### src/rtl/sync_fifo_param.sv
// Parametrised single-clock FIFO with occupancy count, programmable almost flags,
// optional show-ahead read port, synchronous clear and overflow/underflow pulses.
module sync_fifo_param #(
   parameter int DATA_W     = 8,
   parameter int ADDR_W     = 8,
   parameter int AFULL_TH   = 240,
   parameter int AEMPTY_TH  = 16,
   parameter int SHOW_AHEAD = 0
) (
   input  logic              sys_clk,
   input  logic              sys_rst,
   input  logic              sclr,
   input  logic [DATA_W-1:0] data,
   input  logic              wrreq,
   input  logic              rdreq,
   output logic [DATA_W-1:0] q,
   output logic              empty,
   output logic              full,
   output logic              almost_empty,
   output logic              almost_full,
   output logic [ADDR_W:0]   usedw,
   output logic              overflow,
   output logic              underflow
);

   localparam int DEPTH = 1 << ADDR_W;
   localparam logic [ADDR_W:0]   CNT_ONE  = (ADDR_W+1)'(1);
   localparam logic [ADDR_W:0]   CNT_FULL = (ADDR_W+1)'(DEPTH);
   localparam logic [ADDR_W:0]   AF_LVL   = (ADDR_W+1)'(AFULL_TH);
   localparam logic [ADDR_W:0]   AE_LVL   = (ADDR_W+1)'(AEMPTY_TH);
   localparam logic [ADDR_W-1:0] PTR_ONE  = ADDR_W'(1);

   logic [DATA_W-1:0] mem [DEPTH];
   logic [ADDR_W-1:0] wr_ptr;
   logic [ADDR_W-1:0] rd_ptr;
   logic [ADDR_W:0]   count;
   logic [ADDR_W:0]   count_nxt;
   logic              wr_ok;
   logic              rd_ok;

   // Handshake: wrreq/rdreq are requests sampled on the rising edge. A write is
   // taken only when full is low and a read only when empty is low (flags as
   // registered before that edge); a rejected request raises overflow/underflow
   // for the following cycle. sclr wins over both requests.
   assign wr_ok = wrreq & ~full;
   assign rd_ok = rdreq & ~empty;
   assign usedw = count;

   always_comb begin
      count_nxt = count;
      if (sclr)
         count_nxt = '0;
      else if (wr_ok && !rd_ok)
         count_nxt = count + CNT_ONE;
      else if (rd_ok && !wr_ok)
         count_nxt = count - CNT_ONE;
   end

   always_ff @(posedge sys_clk or posedge sys_rst) begin
      if (sys_rst) begin
         wr_ptr       <= '0;
         rd_ptr       <= '0;
         count        <= '0;
         empty        <= 1'b1;
         full         <= 1'b0;
         almost_empty <= 1'b1;
         almost_full  <= 1'b0;
         overflow     <= 1'b0;
         underflow    <= 1'b0;
      end else begin
         // Flags come from the next count so they move on the same edge as usedw.
         count        <= count_nxt;
         empty        <= (count_nxt == '0);
         full         <= (count_nxt == CNT_FULL);
         almost_empty <= (count_nxt <= AE_LVL);
         almost_full  <= (count_nxt >= AF_LVL);
         if (sclr) begin
            wr_ptr    <= '0;
            rd_ptr    <= '0;
            overflow  <= 1'b0;
            underflow <= 1'b0;
         end else begin
            if (wr_ok) wr_ptr <= wr_ptr + PTR_ONE;
            if (rd_ok) rd_ptr <= rd_ptr + PTR_ONE;
            overflow  <= wrreq & full;
            underflow <= rdreq & empty;
         end
      end
   end

   // Storage is never cleared; only the pointers reset.
   always_ff @(posedge sys_clk) begin
      if (wr_ok && !sclr && !sys_rst)
         mem[wr_ptr] <= data;
   end

   generate
      if (SHOW_AHEAD != 0) begin : g_show_ahead
         assign q = mem[rd_ptr];
      end else begin : g_normal
         logic [DATA_W-1:0] q_reg;
         always_ff @(posedge sys_clk or posedge sys_rst) begin
            if (sys_rst)
               q_reg <= '0;
            else if (sclr)
               q_reg <= '0;
            else if (rd_ok)
               q_reg <= mem[rd_ptr];
         end
         assign q = q_reg;
      end
   endgenerate

endmodule

### config.mk
export PLATFORM = sky130hd
export DESIGN_NAME = sync_fifo_param
export DESIGN_NICKNAME = d
export VERILOG_FILES = /design/src/rtl/sync_fifo_param.sv
export SDC_FILE = /design/constraint.sdc
export NUM_CORES = 2
export LEC_CHECK = 0
export ABC_CLOCK_PERIOD_IN_PS = 2550
export BUFFER_PORTS_ARGS = -buffer_cell sky130_fd_sc_hd__buf_2
export CAP_MARGIN = 20
export CORE_ASPECT_RATIO = 0.6
export CORE_MARGIN = 2
export CORE_UTILIZATION = 28
export DETAILED_ROUTE_END_ITERATION = 8
export HOLD_SLACK_MARGIN = 0.05
export PLACE_DENSITY = 0.45
export REMOVE_ABC_BUFFERS = 1
export SYNTH_ARGS = -nofsm -noshare
export SYNTH_HDL_FRONTEND = slang
export SYNTH_SLANG_ARGS = --single-unit
### constraint.sdc
create_clock -name sys_clk -period 2.55 [get_ports sys_clk]
set_input_delay 0.3825 -clock sys_clk [delete_from_list [all_inputs] [get_ports sys_clk]]
set_output_delay 0.3825 -clock sys_clk [all_outputs]
set_load 0.02 [all_outputs]
# After elaboration in Yosys (flattened, before gate mapping)
# Memory sizes are Yosys's and may differ from the RTL's.
# Index checks and enable logic that the tools add are counted.
# totals
regBits	39
mem_bits_rw	2048
input_bits	13
output_inout_bits	23
elab_cells	48
memories	1
# classes
addsub	4
n_lt_le_gt_ge	2
n_eq_ne	1
n_mux	13
n_bitwise	6
reduce_logical	11
# mem_list
name	depth	width	rd	rd_ports_with_merged_regs	write_ports	line	source
mem	256	8	1	0	1	33	logic [DATA_W-1:0] mem [DEPTH];
# ops
operator	n
2-to-1 mux 8 bit	6
2-to-1 mux 9 bit	3
adder 8 x 1 -> 8 bit, second input constant	2
adder 9 x 1 -> 9 bit, second input constant	1
== test 9 bit, second input constant	1
greater-or-equal comparator 9 x 8 -> 1 bit, second input constant	1
<= comparator 9 x 5 -> 1 bit, second input constant	1
zero test 9 bit	1
subtractor 9 x 1 -> 9 bit, second input constant	1
AND 1 bit	4
logical AND 1 bit	4
zero test 1 bit	4
2-to-1 mux 1 bit	4
nonzero test 2 bit	2
NOT 1 bit	2

# Longest topological paths before layout
# depth
depth_word	8
depth_mapped	12
mapped_depth_nobuf	9

# Least setup slack after synthesis
# Ideal clock, no wire load.
# synth_timing
path_type	flip-flop to flip-flop
startpoint	reg full
endpoint	mem mem[63][0] (enable)
setup_ns	0.370
arrival_ns	2.141
required_ns	2.180
path_slack_ns	0.038
stages_incl_launch_ff	7
path_buffers	1
period_less_slack_ns	2.512
path_cell_list	dfrtp_1 -> nand2b_1 -> nor3_1 -> nor3b_1 -> nand3_1 -> clkbuf_1 -> nor2_1
# synth_via
elab_chain_len	6
# synth_rtl
element	line	source
start, declared	18	output logic full,
start signal, assigned	74	full <= (count_nxt == CNT_FULL);
NOT 1 bit	45	assign wr_ok = wrreq & ~full;
AND 1 bit	45	
logical AND 1 bit (2 in a row)	93	if (wr_ok && !sclr && !sys_rst)
2-to-1 mux 1 bit	93	
2-to-1 mux 1 bit (implied by the code)	94	mem[wr_ptr] <= data;
end, declared	33	
# Every way passes these cells.

# Worst setup path in the final report
# layout_timing
startpoint	reg rd_ptr[1]
endpoint	reg g_normal.q_reg[2] (netlist: q[2])
# layout_via
elab_chain_len	3
# layout_rtl
element	line	source
start, declared	35	logic [ADDR_W-1:0] rd_ptr;
start signal, assigned	84	if (rd_ok) rd_ptr <= rd_ptr + PTR_ONE;
memory read (256 x 8 bit)	--	
2-to-1 mux 8 bit	107	else if (rd_ok)
2-to-1 mux 8 bit	105	else if (sclr)
end signal, assigned	108	q_reg <= mem[rd_ptr];
end, declared	101	logic [DATA_W-1:0] q_reg;
# Every way passes these cells. The select of a mux whose other input is x is not followed.
# A chain may end at the register's enable or synchronous reset.

==> results_dict.tcl <==
set metrics [dict create \
    r2r_slack_ps -440 \
    ys_types 67 \
    startpoint_type "flip-flop" \
    overflow 0 \
    io_pins 36 \
    cts-root-buf "clkbuf_16" \
    syn_to_final_growth_pct 24.76 \
    core.rowCount 153 \
    power_density_mw_per_mm2 779.5 \
    ys_seq_area_share_pct 76.84 \
    p_leak_nw 31.87 \
    grt_pass1_vias 42628 \
    fp.dieH_um 421.4 \
    cp.arrival_ps 3730 \
    yosys-top-cells-count "edfxtp_1, mux4_2, nor2_1" \
    antenna_found_initial 17 \
    drt_iter0_markers 5777 \
    grt_first_pass_wirelength_um 352100 \
    setup_viol 8 \
    vias 43735 \
    dieArea_mm2 0.2949 \
    finClkSkew_ps 79.69 \
    crit_type "reg -> reg" \
    cts.path.max_buffers 4 \
    mappedNetlistArea_mm2 0.08131 \
    yosysWarnings 0 \
    firstDrtPassIters 5 \
    io_buffers 35 \
    hold_viol_final 0 \
    cap_violations 0 \
    fmax_mhz 334.7 \
    ys_top_cells_by_area "edfxtp_1, mux4_2, mux2i_1" \
    layout_min_cycle_time_ps 2988 \
    dp_hpwl_um 167100 \
    hold_class "in -> async" \
    fp.coreArea_mm2 0.2893 \
    h-tree-depth 4 \
    finalNonFillerCells 8829 \
    synth_most_common_cell "edfxtp_1" \
    relSlewSlack_pct 43.31 \
    largest_register_ffs 2048 \
    synth.avg_cell_area_um2 20.87 \
    async_reset_ff_share_pct 1.869 \
    start_util_pct 28.11 \
    utilization_pct 35.07 \
    dp.cells 8390 \
    maxSlewViolCount 0 \
    path_clk_slew_ps 70 \
    grt_start_max_net_pins 99 \
    synth.top_cell.area_share_pct 75.63 \
    viasPerCell 4.954 \
    ant_nets 0 \
    wirelength_um 254100 \
    drc 0 \
    worst_pin_slew_ps 846.3 \
    synth_top_cell_by_area "edfxtp_1" \
    wl_per_cell_um 28.78 \
    rsz0062_at_grt "yes" \
    cts_tree "built" \
    run_status "finished, violations left" \
    regArea_mm2 0.06249 \
    violations "setup timing" \
    cp_max_fo 20 \
    synth_cells 3897 \
    crit_path_end_kind "flip-flop" \
    peakVddDrop_uv 458.3 \
    gp_congestion 0.8223 \
    fin_crit_sh_pct 117.2 \
    clock-sinks 2087 \
    synth_flop_cell "edfxtp_1" \
    multi_input_area_mm2 0.01879 \
    cts_made_buffers 192 \
    grt.total_usage_pct 16.85 \
    cp_data_required_time_ps 3290 \
    ys_ff_latch 2087 \
    top_register "mem" \
    synth_edf_count 2048 \
    fillCellCount 27071 \
    die_w_um 699.7 \
    insertion_delay_ps 880 \
    finalWorstSetupSlack_ps -437.7 \
    drive_gt1_share_pct 37.97 \
    fin_nets 4826 \
]
critical path, stage by stage, from the launching register on:
cell and delay [ps]:
dfrtp_4 450, buf_12 120, buf_16 190, buf_8 190
mux4_2 520, mux2i_1 170, buf_4 130, nor2_1 110
o21ai_2 320, buf_4 180, a32oi_2 140, a32o_1 250
stage by stage:
stage | worst slack [ps] | total power, mW | setup TNS (ps) | cell area [µm²] | hold slack, ps
floorplan | -17730 | 43.33 | -273420 | 80040 | 445.6
finish | -437.7 | 79.08 | -2946 | 101400 | 231.4
detailed placement | -1261 | 49.69 | -6732 | 92830 | 587.3
CTS | -416.8 | 79.25 | -2898 | 100700 | 223.1
global route | -455.4 | 81.81 | -3407 | 101400 | 230.6
global placement | -1782 | 49.67 | -7113 | 92830 | 579.0
where the power goes:
part | total (mW) | leakage, nW | internal, mW | switching (mW)
sequential | 37.9 | 18.9 | 37.7 | 0.145
clock | 27.9 | 2.86 | 15.1 | 12.9
combinational | 13.3 | 10.1 | 6.57 | 6.68
cell families (layout without fill, tap and decap cells):
| family | after synthesis | in the layout | synth area share (%) |
|---|---|---|---|
| buffers and inverters | 249 | 1301 | 1.606 |
| muxes | 690 | 690 | 15.53 |
| and+or+nand+nor | 488 | 488 | 2.587 |
| other | 0 | 5 | 0 |
| xor gates and xnor gates | 17 | 17 | 0.2000 |
| adders and majority gates | 8 | 8 | 0.1200 |
| AOI/OAI and AO/OA | 358 | 358 | 3.116 |
| DFF | 2087 | 2087 | 76.84 |
cell type report:
cell class / count / area share (%)
inverters: 8 / 0.02960
clock buffers: 245 / 5.077
flip-flops and latches: 2087 / 61.60
multi-input cells: 1561 / 18.52
diodes: 5 / 0.01233
clock inverters: 92 / 0.6525
well taps: 3875 / 4.779
repair buffers: 956 / 9.328
worst paths after layout:
check	startpoint	endpoint	depth (start not counted)
max	rd_ptr[1]$_DFFE_PP0P_	q[2]$_DFFE_PP0P_	11
min	sys_rst	wr_ptr[7]$_DFFE_PP0P_	3
max reg2reg	rd_ptr[1]$_DFFE_PP0P_	q[2]$_DFFE_PP0P_	11
min reg2reg	usedw[8]$_DFF_PP0_	full$_DFF_PP0_	3
max in group asynchronous	sys_rst	almost_empty$_DFF_PP1_	4
min in group sys_clk	wrreq	overflow$_DFF_PP0_	3
per-layer routing:
layer | wire length (µm) | vias to the layer above | global-route usage [%]
met1 | 126800 | 23705 | 27.86
met4 | 3773 | 6 | 2.491
met2 | 103200 | 1684 | 22.78
met3 | 20240 | 251 | 3.369
met5 | 32 | - | 0
li1 | - | 18089 | -
timing repair:
item	CTS	global route
resized for setup	240	125
setup buffers	53	32
hold buffers	12	0
endpoints found under the setup margin	9	333
cloned	12	4
endpoints found under the hold margin	275	0
pin swaps	38	43
cells in the final DEF (no fill, tap or decap), types with 14 or more instances in the layout:
cell type | Yosys | layout
buf_4 | 33 | 709
a21oi_1 | 30 | 20
a221oi_1 | 48 | 38
o211ai_1 | 29 | 29
a22oi_1 | 65 | 51
o21ai_0 | 71 | 23
clkbuf_16 | 0 | 200
mux4_2 | 456 | 456
clkinv_1 | 1 | 39
buf_16 | 0 | 19
nand3_1 | 52 | 39
o21ai_1 | 2 | 27
nand2_1 | 65 | 48
buf_2 | 78 | 27
buf_6 | 20 | 47
buf_8 | 0 | 15
clkinv_2 | 0 | 36
nand2_2 | 0 | 17
o21ai_2 | 0 | 18
mux2i_4 | 0 | 14
a22oi_2 | 0 | 14
dfrtp_1 | 37 | 33
mux2i_1 | 219 | 188
mux2i_2 | 0 | 17
clkbuf_1 | 92 | 44
buf_12 | 0 | 120
nor2_1 | 297 | 282
edfxtp_1 | 2048 | 2048
Note: power is estimated with default switching activity, not from simulation.
